**config.mk**
```make
export PLATFORM = sky130hd
export DESIGN_NAME = wb_trace_capture
export DESIGN_NICKNAME = d
export VERILOG_FILES = /design/src/rtl/wb_trace_capture_pkg.sv /design/src/rtl/wb_trace_capture_trace_fifo.sv /design/src/rtl/wb_trace_capture.sv
export SDC_FILE = /design/constraint.sdc
export NUM_CORES = 1
export LEC_CHECK = 0
export ABC_CLOCK_PERIOD_IN_PS = 8400
export BUFFER_PORTS_ARGS = -buffer_cell sky130_fd_sc_hd__clkbuf_2
export CAP_MARGIN = 10
export CORE_ASPECT_RATIO = 0.7
export CORE_UTILIZATION = 55
export CTS_CLUSTER_SIZE = 10
export DETAILED_ROUTE_END_ITERATION = 16
export MAX_ROUTING_LAYER = met4
export PLACE_DENSITY = 0.76
export SLEW_MARGIN = 10
export SYNTH_ARGS = -nofsm -noshare
export SYNTH_HDL_FRONTEND = slang
export SYNTH_SLANG_ARGS = --single-unit
```
**constraint.sdc**
```tcl
create_clock -name clk -period 8.4 [get_ports clk]
set_input_delay 1.26 -clock clk [delete_from_list [all_inputs] [get_ports clk]]
set_output_delay 1.26 -clock clk [all_outputs]
set_load 0.01 [all_outputs]
```
**src/rtl/wb_trace_capture_pkg.sv**
```systemverilog
// Shared definitions for the writeback trace capture: FSM state encodings and
// trace entry field widths/offsets. Entry layout is {pc, opcode, addr, data}.
package wb_trace_capture_pkg;

   localparam logic [1:0] ST_IDLE    = 2'b00;
   localparam logic [1:0] ST_ARMED   = 2'b01;
   localparam logic [1:0] ST_CAPTURE = 2'b10;
   localparam logic [1:0] ST_DONE    = 2'b11;

   localparam int PC_W    = 32;
   localparam int OP_W    = 6;
   localparam int ADDR_W  = 5;
   localparam int WDATA_W = 32;
   localparam int ENTRY_W = PC_W + OP_W + ADDR_W + WDATA_W;

   localparam int DATA_LSB = 0;
   localparam int ADDR_LSB = DATA_LSB + WDATA_W;
   localparam int OP_LSB   = ADDR_LSB + ADDR_W;
   localparam int PC_LSB   = OP_LSB + OP_W;

   function automatic logic [ENTRY_W-1:0] pack_entry(
      input logic [PC_W-1:0]    pc,
      input logic [OP_W-1:0]    op,
      input logic [ADDR_W-1:0]  addr,
      input logic [WDATA_W-1:0] data
   );
      return {pc, op, addr, data};
   endfunction

endpackage

```
**src/rtl/wb_trace_capture_trace_fifo.sv**
```systemverilog
// Synchronous FIFO holding trace entries; head is presented combinationally
// and reads as zero when empty. Pointers carry one extra wrap bit.
module trace_fifo
   import wb_trace_capture_pkg::*;
#(
   parameter int DEPTH_LOG2 = 4,
   parameter int W          = ENTRY_W
) (
   input  logic         clk,
   input  logic         rst,
   input  logic         push,
   input  logic         pop,
   input  logic         flush,
   input  logic [W-1:0] din,
   output logic         full,
   output logic         empty,
   output logic [W-1:0] dout
);

   logic [W-1:0]        mem [2**DEPTH_LOG2];
   logic [DEPTH_LOG2:0] wr_ptr;
   logic [DEPTH_LOG2:0] rd_ptr;
   logic                do_push;
   logic                do_pop;

   assign empty = (wr_ptr == rd_ptr);
   assign full  = (wr_ptr[DEPTH_LOG2] != rd_ptr[DEPTH_LOG2]) &&
                  (wr_ptr[DEPTH_LOG2-1:0] == rd_ptr[DEPTH_LOG2-1:0]);

   // A pop frees the slot on the same edge, so a full FIFO still accepts a push then.
   assign do_pop  = pop && !empty;
   assign do_push = push && (!full || do_pop);

   assign dout = empty ? '0 : mem[rd_ptr[DEPTH_LOG2-1:0]];

   always_ff @(posedge clk) begin
      if (rst || flush) begin
         wr_ptr <= '0;
         rd_ptr <= '0;
      end else begin
         if (do_push) wr_ptr <= wr_ptr + 1'b1;
         if (do_pop)  rd_ptr <= rd_ptr + 1'b1;
      end
   end

   always_ff @(posedge clk) begin
      if (do_push && !flush) mem[wr_ptr[DEPTH_LOG2-1:0]] <= din;
   end

endmodule

```
**src/rtl/wb_trace_capture.sv**
```systemverilog
// PC-triggered capture of register-writeback events into a drainable FIFO.
// Define WB_TRACE_ZERO_FILTER_EN to ignore writebacks to register 0.
module wb_trace_capture
   import wb_trace_capture_pkg::*;
#(
   parameter int DEPTH_LOG2 = 4,
   parameter int CNT_W      = 16
) (
   input  logic             clk,
   input  logic             rst,
   input  logic [31:0]      prog_count,
   input  logic [5:0]       instr_opcode,
   input  logic [4:0]       write_reg_addr,
   input  logic [31:0]      write_reg_data,
   input  logic             wb_en,
   input  logic             arm,
   input  logic             clear,
   input  logic [31:0]      trig_pc,
   input  logic [CNT_W-1:0] cap_len,
   output logic             rd_valid,
   input  logic             rd_ready,
   output logic [31:0]      rd_pc,
   output logic [5:0]       rd_opcode,
   output logic [4:0]       rd_addr,
   output logic [31:0]      rd_data,
   output logic [1:0]       state,
   output logic [CNT_W-1:0] cap_count,
   output logic [CNT_W-1:0] drop_count,
   output logic             overflow
);

   function automatic logic [CNT_W-1:0] sat_inc(input logic [CNT_W-1:0] v);
      return (&v) ? v : v + CNT_W'(1);
   endfunction

   logic               evt;
   logic               take;
   logic               push_req;
   logic               pop_fire;
   logic               fifo_full;
   logic               fifo_empty;
   logic               drop;
   logic [ENTRY_W-1:0] head;
   logic [CNT_W-1:0]   cap_next;

`ifdef WB_TRACE_ZERO_FILTER_EN
   assign evt = wb_en && (write_reg_addr != '0);
`else
   assign evt = wb_en;
`endif

   // The trigger event itself is the first captured entry of the run.
   assign take = evt && ((state == ST_CAPTURE) ||
                         ((state == ST_ARMED) && (prog_count == trig_pc)));

   assign push_req = take && !clear;
   assign pop_fire = rd_valid && rd_ready;
   assign drop     = push_req && fifo_full && !pop_fire;
   assign cap_next = cap_count + CNT_W'(1);

   trace_fifo #(
      .DEPTH_LOG2 (DEPTH_LOG2),
      .W          (ENTRY_W)
   ) u_fifo (
      .clk   (clk),
      .rst   (rst),
      .push  (push_req),
      .pop   (pop_fire),
      .flush (clear),
      .din   (pack_entry(prog_count, instr_opcode, write_reg_addr, write_reg_data)),
      .full  (fifo_full),
      .empty (fifo_empty),
      .dout  (head)
   );

   assign rd_valid  = !fifo_empty;
   assign rd_pc     = head[PC_LSB   +: PC_W];
   assign rd_opcode = head[OP_LSB   +: OP_W];
   assign rd_addr   = head[ADDR_LSB +: ADDR_W];
   assign rd_data   = head[DATA_LSB +: WDATA_W];

   always_ff @(posedge clk) begin
      if (rst || clear) begin
         state      <= ST_IDLE;
         cap_count  <= '0;
         drop_count <= '0;
         overflow   <= 1'b0;
      end else begin
         if (arm && ((state == ST_IDLE) || (state == ST_DONE))) begin
            state     <= ST_ARMED;
            cap_count <= '0;
         end else if (take) begin
            cap_count <= cap_next;
            if ((cap_len != '0) && (cap_next == cap_len))
               state <= ST_DONE;
            else if (state == ST_ARMED)
               state <= ST_CAPTURE;
         end
         if (drop) begin
            drop_count <= sat_inc(drop_count);
            overflow   <= 1'b1;
         end
      end
   end

endmodule

```
==> flow_metrics.env, run 1 <==
export IMPL_grt_pass1_wl_mm=165
export IMPL_drive_gt1_share_pct=33.5
export IMPL_syn_area_per_cell_um2=22.7
export IMPL_power_mw=12.4
export IMPL_power_internal_mw=9.99
export IMPL_fmax_ghz=0.179
export IMPL_slew_headroom_pct=17.6
export IMPL_hold_viol_final=0
export IMPL_portBuffers=239
export IMPL_ys_flop_type="edfxtp_1"
export IMPL_synth_compound_area_share_pct=0.399
export IMPL_setup_worst_path_class="reg -> out"
export IMPL_synth_top_family_by_area="multiplexers"
export IMPL_row_count=90
export IMPL_cts_sinks=1249
export IMPL_syn_inst=2142
export IMPL_worst_pin_slew_ns=1.24
export IMPL_hp_class="reg -> reg"
export IMPL_vias_per_cell=6.52
export IMPL_final_cells=3646
export IMPL_r2r_cells=9
export IMPL_path_clk_slew_ns=0.06
export IMPL_h_tree_depth=4
export IMPL_wire_per_inst_um=31.1
export IMPL_synth_warnings=0
export IMPL_crit_fanout=55
export IMPL_seq_area_um2=37000
export IMPL_grt_max_degree=164
export IMPL_place_inst=3455
export IMPL_cts_made_buffers=143
export IMPL_postLayoutCellArea_um2=55100
export IMPL_clock_path_buffers=3
export IMPL_post_cts_resized=0
export IMPL_routed_wl_mm=113
export IMPL_multi_input_area_um2=11100
export IMPL_detailed_place_hpwl_mm=59.0
export IMPL_power_share_clock_pct=43.9
export IMPL_die_area_um2=89500
export IMPL_clock_latency_ns=0.74
export IMPL_cts_tree="yes"
export IMPL_synthArstFlopShare_pct=0
export IMPL_synth_distinct_cells=47
export IMPL_gp_congestion=0.848
export IMPL_leakage_nw=17.1
export IMPL_fin_crit_sh_pct=66.7
export IMPL_fill_cells=5578
export IMPL_crit_arrival_ns=4.34
export IMPL_rsz0062_at_grt="false"
export IMPL_drt_pass1_iter_count=6
export IMPL_maxSlewViolCount=0
export IMPL_skew_ns=0.0259
export IMPL_netlist_area_um2=48500
export IMPL_dieWidth_um=357
export IMPL_grt_use_total_pct=26.7
export IMPL_synthMuxAreaShare_pct=17.5
export IMPL_io_pins=240
export IMPL_die_h_um=251
export IMPL_fin_crit_ns=5.60
export IMPL_finalSetupViolations=0
export IMPL_hold_buffers=0
export IMPL_maxCapViolations=0
export IMPL_status="finished clean"
export IMPL_final_util_pct=63.4
export IMPL_area_growth_pct=13.5
export IMPL_start_util_pct=55.9
export IMPL_syn_nets=2280
export IMPL_core_area_um2=86800
export IMPL_drc_errors=0
export IMPL_synth_edf_count=1200
export IMPL_worst_setup_path_start_kind="register"
export IMPL_finalSetupTns_ns=0
export IMPL_crit_required_ns=7.14
export IMPL_cts_setup_buffers=0
export IMPL_ys_seq_area_share_pct=76.2
export IMPL_ys_ff_latch=1249
export IMPL_power_switching_mw=2.45
export IMPL_grt_ovfl_total=0
export IMPL_antenna_found_initial=13
export IMPL_vdd_drop_max_mv=0.230
export IMPL_placed_area_um2=51100
export IMPL_vias=23800
export IMPL_ant_nets=0
export IMPL_first_global_vias=24600
export IMPL_drt_iter0_markers=2573
export IMPL_layout_nets=2588
export IMPL_min_path_cells=2
export IMPL_cts_root_buf="clkbuf_16"
export IMPL_synthXorXnorAreaFrac_pct=1.61
export IMPL_powerDensity_nw_per_um2=226
export IMPL_swShare_pct=19.7
export IMPL_comb_power_share_pct=1.2
export IMPL_power_frac_seq_pct=54.8
export IMPL_synth_fa_ha_area_share_pct=0.232
export IMPL_end_kind="output pin"
export IMPL_synthSimpleGateAreaFrac_pct=2.98
## worst paths after layout
path,start,endpoint,slack (ns)
worst max-delay path,register,rd_data[0],2.80
worst min-delay path,overflow,overflow,0.51
worst min register to register,overflow,overflow,0.51
worst max register to register,state[1],u_fifo.mem[2][6],4.19
## critical path, stage by stage, from the launching register on
cell and delay [ns]:
dfxtp_4 0.90, buf_4 0.65, buf_4 0.64, mux4_2 0.44
mux4_2 0.51, nor2b_1 0.18, clkbuf_2 0.20
## stage by stage
step	worst slack [ns]	hold WS (ns)
after floorplan	0.290	0.495
after global placement	2.36	0.469
after detailed placement	2.26	0.502
after CTS	2.76	0.516
after global routing	2.68	0.534
final	2.80	0.512
## per-layer routing
metal | vias to the layer above | part of all wire, % | GRT usage, % | wire length [um]
li1 | 9588 | - | - | -
met1 | 12600 | 41 | 37.1 | 46200
met2 | 1353 | 48 | 39.6 | 54300
met3 | 177 | 9.3 | 6.72 | 10500
met4 | 0 | 2.0 | 7.83 | 2260
met5 | - | 0 | - | 0
## kinds of logic (layout without fill, tap and decap cells)
| group | after synthesis | after routing |
|---|---|---|
| compound gates | 27 | 27 |
| simple gates | 268 | 268 |
| xor+xnor | 89 | 89 |
| mux | 381 | 381 |
| flops | 1249 | 1249 |
| fa+ha+maj | 9 | 9 |
| buf+inv | 119 | 459 |
| other cells | 0 | 14 |
## registers in the layout (all words and copies together), names as in the netlist, named ones only
register,flops
cap_count,16
state,2
overflow,1
drop_count,16
u_fifo.mem,1200
u_fifo.rd_ptr,5
u_fifo.wr_ptr,5
## power by group through the flow
stage / clock network, mW / registers [mW] / logic [mW]
3_5_place_dp: 0 / 6.95 / 0.150
2_1_floorplan: 0 / 6.95 / 0.0228
4_1_cts: 5.52 / 6.82 / 0.152
6_report: 5.47 / 6.82 / 0.153
5_1_grt: 5.75 / 6.82 / 0.164
3_3_place_gp: 0 / 6.95 / 0.138
## placed cells by master, fill, tap and decap left out, types with 3 or more instances in the layout
master	Yosys	routed
nand2_1	32	32
nand3_1	15	15
nor4_1	20	20
clkbuf_2	2	239
mux2i_1	6	6
or3_1	4	4
nor2b_1	79	78
o21ai_0	3	3
clkbuf_1	64	16
nand2b_1	3	3
a21oi_1	3	3
clkinv_8	0	5
nor3_1	8	6
buf_12	0	3
a31oi_1	5	5
diode_2	0	14
edfxtp_1	1200	1200
xnor2_1	32	32
inv_6	0	3
ha_1	9	9
nor2_1	56	56
and3_4	0	15
and3_1	22	7
dfxtp_1	49	45
xor2_1	57	57
dfxtp_4	0	4
mux4_2	375	375
inv_1	9	9
nand4_1	16	16
buf_4	0	31
a41o_1	3	3
clkbuf_16	0	147
## cell type report
type                       instances  share of cell area, %
tap                             1150                   2.61
clock buffer                     164                   6.81
multi-input combinational        774                   20.2
timing repair buffer             273                   2.70
antenna                           14                 0.0636
inverter                           9                 0.0613
sequential                      1249                   67.2
clock inverter                    13                  0.309
## synth_stat cells (2+ instances only)
cell type / number / area, um2
a21oi_1: 3 / 15.0
a31oi_1: 5 / 31.3
a41o_1: 3 / 30.0
and2_1: 2 / 12.5
and3_1: 22 / 138
and4_1: 2 / 17.5
buf_1: 7 / 26.3
buf_2: 37 / 185
clkbuf_1: 64 / 240
clkbuf_2: 2 / 10.0
dfxtp_1: 49 / 981
edfxtp_1: 1200 / 36000
ha_1: 9 / 113
inv_1: 9 / 33.8
mux2i_1: 6 / 60.1
mux4_2: 375 / 8450
nand2_1: 32 / 120
nand2b_1: 3 / 18.8
nand3_1: 15 / 75.1
nand4_1: 16 / 100
nor2_1: 56 / 210
nor2b_1: 79 / 494
nor3_1: 8 / 40.0
nor3b_1: 2 / 15.0
nor4_1: 20 / 125
o21ai_0: 3 / 15.0
o31ai_1: 2 / 15.0
or3_1: 4 / 25.0
or4_1: 2 / 15.0
xnor2_1: 32 / 280
xor2_1: 57 / 499
No activity file was read; power rests on OpenSTA's default activity.
==> run 2, diff against run 1 <==
--- a/config.mk
+++ b/config.mk
@@ -5,7 +5,7 @@
 export SDC_FILE = /design/constraint.sdc
 export NUM_CORES = 1
 export LEC_CHECK = 0
-export ABC_CLOCK_PERIOD_IN_PS = 8400
+export ABC_CLOCK_PERIOD_IN_PS = 4580
 export BUFFER_PORTS_ARGS = -buffer_cell sky130_fd_sc_hd__clkbuf_2
 export CAP_MARGIN = 10
 export CORE_ASPECT_RATIO = 0.7
==> constraint.sdc (replaced) <==
create_clock -name clk -period 4.58 [get_ports clk]
set_input_delay 0.687 -clock clk [delete_from_list [all_inputs] [get_ports clk]]
set_output_delay 0.687 -clock clk [all_outputs]
set_load 0.01 [all_outputs]
==> run 2 against run 1 <==
Critical path depth did not move. Clock skew hardly changed. Setup slack lost 2.4 ns. Routed wire length is 0.50% higher. Final cell count up 1.3%. Via count is 0.63% higher. Global-route usage increased by 0.30 points. First-iteration DRC count increased by 7.3%. Register-to-register slack got worse by 2.8 ns. Combinational power up 90%. Power is 83% higher. Largest cell class unchanged.
==> flow_metrics.env, run 2 (synthesized netlist as in run 1, its figures left out) <==
export IMPL_comb_power_share_pct=1.3
export IMPL_final_common_cell="edfxtp_1"
export IMPL_skew_ns=0.0259
export IMPL_layout_common_cells="edfxtp_1 (1200), mux4_2 (375), clkbuf_2 (239)"
export IMPL_worst_pin_slew_ns=0.857
export IMPL_leakage_nw=17.4
export IMPL_ant_nets=0
export IMPL_vdd_drop_max_mv=0.319
export IMPL_hold_viol_final=0
export IMPL_cp_slowest_cell="mux4_2"
export IMPL_worst_setup_path_start_kind="register"
export IMPL_finalSetupViolations=0
export IMPL_area_growth_pct=15.4
export IMPL_cp_depth=6
export IMPL_maxSlewViolCount=0
export IMPL_r2r_cells=8
export IMPL_vias_per_cell=6.47
export IMPL_cp_endpoint="rd_pc[15]"
export IMPL_hp_class="in -> reg"
export IMPL_start_util_pct=55.9
export IMPL_grt_ovfl_total=0
export IMPL_cts_sinks=1249
export IMPL_cts_root_buf="clkbuf_16"
export IMPL_grt_use_total_pct=27.0
export IMPL_hold_buffers=0
export IMPL_clock_latency_ns=0.75
export IMPL_die_area_um2=89500
export IMPL_slew_headroom_pct=42.4
export IMPL_cts_setup_buffers=0
export IMPL_detailed_place_hpwl_mm=64.6
export IMPL_layout_nets=2636
export IMPL_grt_max_degree=76
export IMPL_power_switching_mw=4.43
export IMPL_routed_wl_mm=114
export IMPL_rsz0062_at_grt="false"
export IMPL_status="finished clean"
export IMPL_cp_num_buf_inv=3
export IMPL_post_cts_resized=0
export IMPL_grt_pass1_wl_mm=166
export IMPL_swShare_pct=19.5
export IMPL_drive_gt1_share_pct=34.6
export IMPL_power_share_clock_pct=43.6
export IMPL_wire_per_inst_um=30.8
export IMPL_r2r_setup_slack_ns=1.39
export IMPL_powerDensity_nw_per_um2=405
export IMPL_die_h_um=251
export IMPL_end_kind="output pin"
export IMPL_r2r_start="u_fifo.wr_ptr[2]"
export IMPL_dieWidth_um=357
export IMPL_power_frac_seq_pct=55.1
export IMPL_worstPathCellList="buf_12 > buf_4 > mux4_2 > mux4_2 > nor2b_1 > clkbuf_2"
export IMPL_portBuffers=239
export IMPL_crit_arrival_ns=3.45
export IMPL_critPathMaxStageDelay_ns=0.61
export IMPL_fin_crit_ns=4.13
export IMPL_path_clk_slew_ns=0.06
export IMPL_clock_path_buffers=3
export IMPL_core_area_um2=86800
export IMPL_crit_required_ns=3.89
export IMPL_largest_register_ffs=1200
export IMPL_fill_cells=5441
export IMPL_cts_made_buffers=143
export IMPL_setup_worst_path_class="reg -> out"
export IMPL_fmax_ghz=0.242
export IMPL_crit_fanout=27
export IMPL_cts_tree="yes"
export IMPL_cpMostUsedCell="mux4_2"
export IMPL_h_tree_depth=4
export IMPL_drt_pass1_iter_count=7
export IMPL_fin_crit_sh_pct=90.2
export IMPL_first_global_vias=24600
export IMPL_finalSetupTns_ns=0
export IMPL_final_util_pct=64.5
export IMPL_gp_congestion=0.863
export IMPL_worst_r2r_endpoint="u_fifo.wr_ptr[4]"
export IMPL_maxCapViolations=0
export IMPL_io_pins=240
export IMPL_power_mw=22.7
export IMPL_row_count=90
export IMPL_antenna_found_initial=14
export IMPL_critPathTopFamily="multiplexers"
export IMPL_drt_iter0_markers=2760
export IMPL_power_internal_mw=18.3
export IMPL_vias=23900
export IMPL_drc_errors=0
[run 2: worst reg2reg max path: stages, from the launching register on]
cell and delay, ns:
dfxtp_1 0.61, xnor2_1 0.18, nand4_1 0.25, nor3_1 0.77
nor3b_1 0.26, and3_4 0.38, buf_12 0.27, xor2_1 0.19
and2_1 0.17
[run 2: worst min path at each step]
stage	startpoint	endpoint	slack (ns)	cells after the start
floorplan	drop_count[11]	drop_count[11]	0.50	2
global placement	drop_count[11]	drop_count[11]	0.49	2
detailed placement	drop_count[11]	drop_count[11]	0.48	2
CTS	rst	drop_count[11]	0.22	3
global route	rst	drop_count[11]	0.26	3
finish	rst	drop_count[11]	0.25	3
[run 2: final cells by class]
type / count / area [um2] / share of cell area, %
Inverter: 9 / 33.8 / 0.0603
Clock inverter: 13 / 171 / 0.306
Timing Repair Buffer: 321 / 2450 / 4.37
Antenna cell: 11 / 27.5 / 0.0491
Clock buffer: 166 / 3730 / 6.66
Tap cell: 1150 / 1440 / 2.57
Multi-Input combinational cell: 774 / 11100 / 19.9
Sequential cell: 1249 / 37000 / 66.1
[run 2: layer usage]
metal	part of all wire, %	global-route usage (%)
met4	1.9	6.81
met1	39	37.1
met5	0	-
met3	11	6.47
met2	49	41.2
[run 2: per-stage QoR]
step	area (um2)	hold WS, ns	setup slack [ns]	std cells
finish	56000	0.254	0.447	3693
CTS	56000	0.219	0.394	3682
global route	56000	0.258	0.328	3690
detailed placement	52100	0.478	0.362	3503
floorplan	48600	0.495	0.241	2142
global placement	52100	0.488	0.474	3503
[run 2: power by group through the flow]
stage / clock, mW / combinational, mW / sequential [mW]
after CTS: 10.0 / 0.290 / 12.5
final: 9.91 / 0.291 / 12.5
after global placement: 0 / 0.268 / 12.7
after global routing: 10.5 / 0.315 / 12.5
after floorplan: 0 / 0.0418 / 12.8
after detailed placement: 0 / 0.289 / 12.7
==> run 3, diff against run 2 <==
--- a/config.mk
+++ b/config.mk
@@ -9,6 +9,7 @@
 export BUFFER_PORTS_ARGS = -buffer_cell sky130_fd_sc_hd__clkbuf_2
 export CAP_MARGIN = 10
 export CORE_ASPECT_RATIO = 0.7
+export CORE_MARGIN = 5
 export CORE_UTILIZATION = 55
 export CTS_CLUSTER_SIZE = 10
 export DETAILED_ROUTE_END_ITERATION = 16
==> run 3 against run 2 <==
Clock power up 0.6%. Setup slack better by 0.081 ns. Non-clock buffer count shrank 10. Global-route usage shrank 1.1 points. Critical path type unchanged. Largest cell class unchanged. Largest power group unchanged.
==> flow_metrics.env, run 3 (synthesized netlist as in run 1, its figures left out) <==
export IMPL_crit_required_ns=3.89
export IMPL_worstPathCellList="buf_12 > mux4_2 > mux4_2 > nor2b_1 > clkbuf_2"
export IMPL_fin_crit_sh_pct=88.5
export IMPL_routed_wl_mm=116
export IMPL_fill_cells=5511
export IMPL_detailed_place_hpwl_mm=64.4
export IMPL_wire_per_inst_um=31.2
export IMPL_core_area_um2=87800
export IMPL_placed_area_um2=51900
export IMPL_die_h_um=259
export IMPL_drc_errors=0
export IMPL_worst_setup_path_start_kind="register"
export IMPL_fin_crit_ns=4.05
export IMPL_path_clk_slew_ns=0.05
export IMPL_skew_ns=0.0267
export IMPL_cp_slowest_cell="mux4_2"
export IMPL_cts_sinks=1249
export IMPL_powerDensity_nw_per_um2=407
export IMPL_hold_viol_final=0
export IMPL_grt_ovfl_total=0
export IMPL_io_pins=240
export IMPL_slew_headroom_pct=37.5
export IMPL_layout_common_cells="edfxtp_1 (1200), mux4_2 (375), clkbuf_2 (239)"
export IMPL_grt_use_total_pct=25.9
export IMPL_drt_iter0_markers=2992
export IMPL_cts_setup_buffers=0
export IMPL_row_count=91
export IMPL_clock_path_buffers=3
export IMPL_drt_pass1_iter_count=5
export IMPL_rsz0062_at_grt="false"
export IMPL_post_cts_resized=0
export IMPL_crit_fanout=76
export IMPL_grt_max_degree=77
export IMPL_h_tree_depth=4
export IMPL_largest_register_ffs=1200
export IMPL_first_global_vias=25100
export IMPL_critPathMaxStageDelay_ns=0.65
export IMPL_end_kind="output pin"
export IMPL_maxSlewViolCount=0
export IMPL_hold_buffers=0
export IMPL_drive_gt1_share_pct=34.4
export IMPL_maxCapViolations=0
export IMPL_finalSetupTns_ns=0
export IMPL_worst_pin_slew_ns=0.929
export IMPL_layout_nets=2626
export IMPL_vias=24100
export IMPL_critPathTopFamily="multiplexers"
export IMPL_die_area_um2=94400
export IMPL_start_util_pct=55.3
export IMPL_grt_pass1_wl_mm=172
export IMPL_postLayoutCellArea_um2=55900
export IMPL_cts_made_buffers=143
export IMPL_portBuffers=239
export IMPL_ant_nets=0
export IMPL_cp_num_buf_inv=2
export IMPL_cts_root_buf="clkbuf_16"
export IMPL_area_growth_pct=15.2
export IMPL_clock_latency_ns=0.73
export IMPL_setup_worst_path_class="reg -> out"
export IMPL_hp_class="in -> reg"
export IMPL_vias_per_cell=6.51
export IMPL_gp_congestion=0.824
export IMPL_crit_arrival_ns=3.36
export IMPL_final_common_cell="edfxtp_1"
export IMPL_antenna_found_initial=17
export IMPL_vdd_drop_max_mv=0.278
export IMPL_cpMostUsedCell="mux4_2"
export IMPL_finalSetupViolations=0
export IMPL_fmax_ghz=0.247
export IMPL_dieWidth_um=365
export IMPL_cts_tree="yes"
export IMPL_leakage_nw=17.4
export IMPL_status="finished clean"
export IMPL_holdWs_ns=0.272
-- run 3: cell types whose count changed in the layout (fill, tap and decap cells not counted) --
cell,previous run,this run
clkbuf_8,0,1
clkinv_8,4,3
diode_2,11,16
buf_12,51,43
clkinvlp_4,0,1
clkbuf_1,20,24
buf_4,31,29
clkbuf_16,146,147
-- run 3: final cells by class --
type | count | area (um2) | share of cell area [%]
diodes | 16 | 40.0 | 0.0716
clock buffers | 172 | 3780 | 6.76
clock inverters | 13 | 163 | 0.291
inverters | 9 | 33.8 | 0.0604
multi-input cells | 774 | 11100 | 19.9
flip-flops and latches | 1249 | 37000 | 66.2
well taps | 1162 | 1450 | 2.60
repair buffers | 311 | 2270 | 4.07
-- run 3: worst paths after layout --
path	startpoint	end	slack, ns	depth (start not counted)
worst max-delay path	register	rd_opcode[3]	0.53	5
worst min-delay path	rst	drop_count[11]	0.27	3
worst max register to register	u_fifo.wr_ptr[2]	u_fifo.mem[9][57]	1.30	8
worst min register to register	overflow	overflow	0.48	2
-- run 3: power by group --
group          total, mW  internal (mW)  switching (mW)
Sequential          12.5           12.5        0.000476
Clock               9.97           5.77            4.20
Combinational      0.290         0.0635           0.226
-- run 3: per-stage QoR --
stage	setup WS (ns)	std cells	util (%)	power [mW]
after floorplan	0.241	2142	-	12.8
after global placement	0.126	3505	59.2	13.0
after detailed placement	0.0504	3505	59.2	13.0
after CTS	0.430	3690	63.6	22.9
after global routing	0.331	3703	63.7	23.5
final	0.529	3706	63.7	22.8
-- run 3: worst min-delay path: stages --
cell and delay (ns):
clkbuf_2 0.09, or3_1 0.10, mux2i_1 0.06
-- run 3: layer usage --
metal / global-route usage, % / routed length (um) / vias to the layer above
met5: - / 0 / -
met4: 5.83 / 2310 / 0
met3: 6.02 / 11600 / 195
met2: 39.4 / 56100 / 1376
met1: 36.6 / 45700 / 12900
li1: - / - / 9669
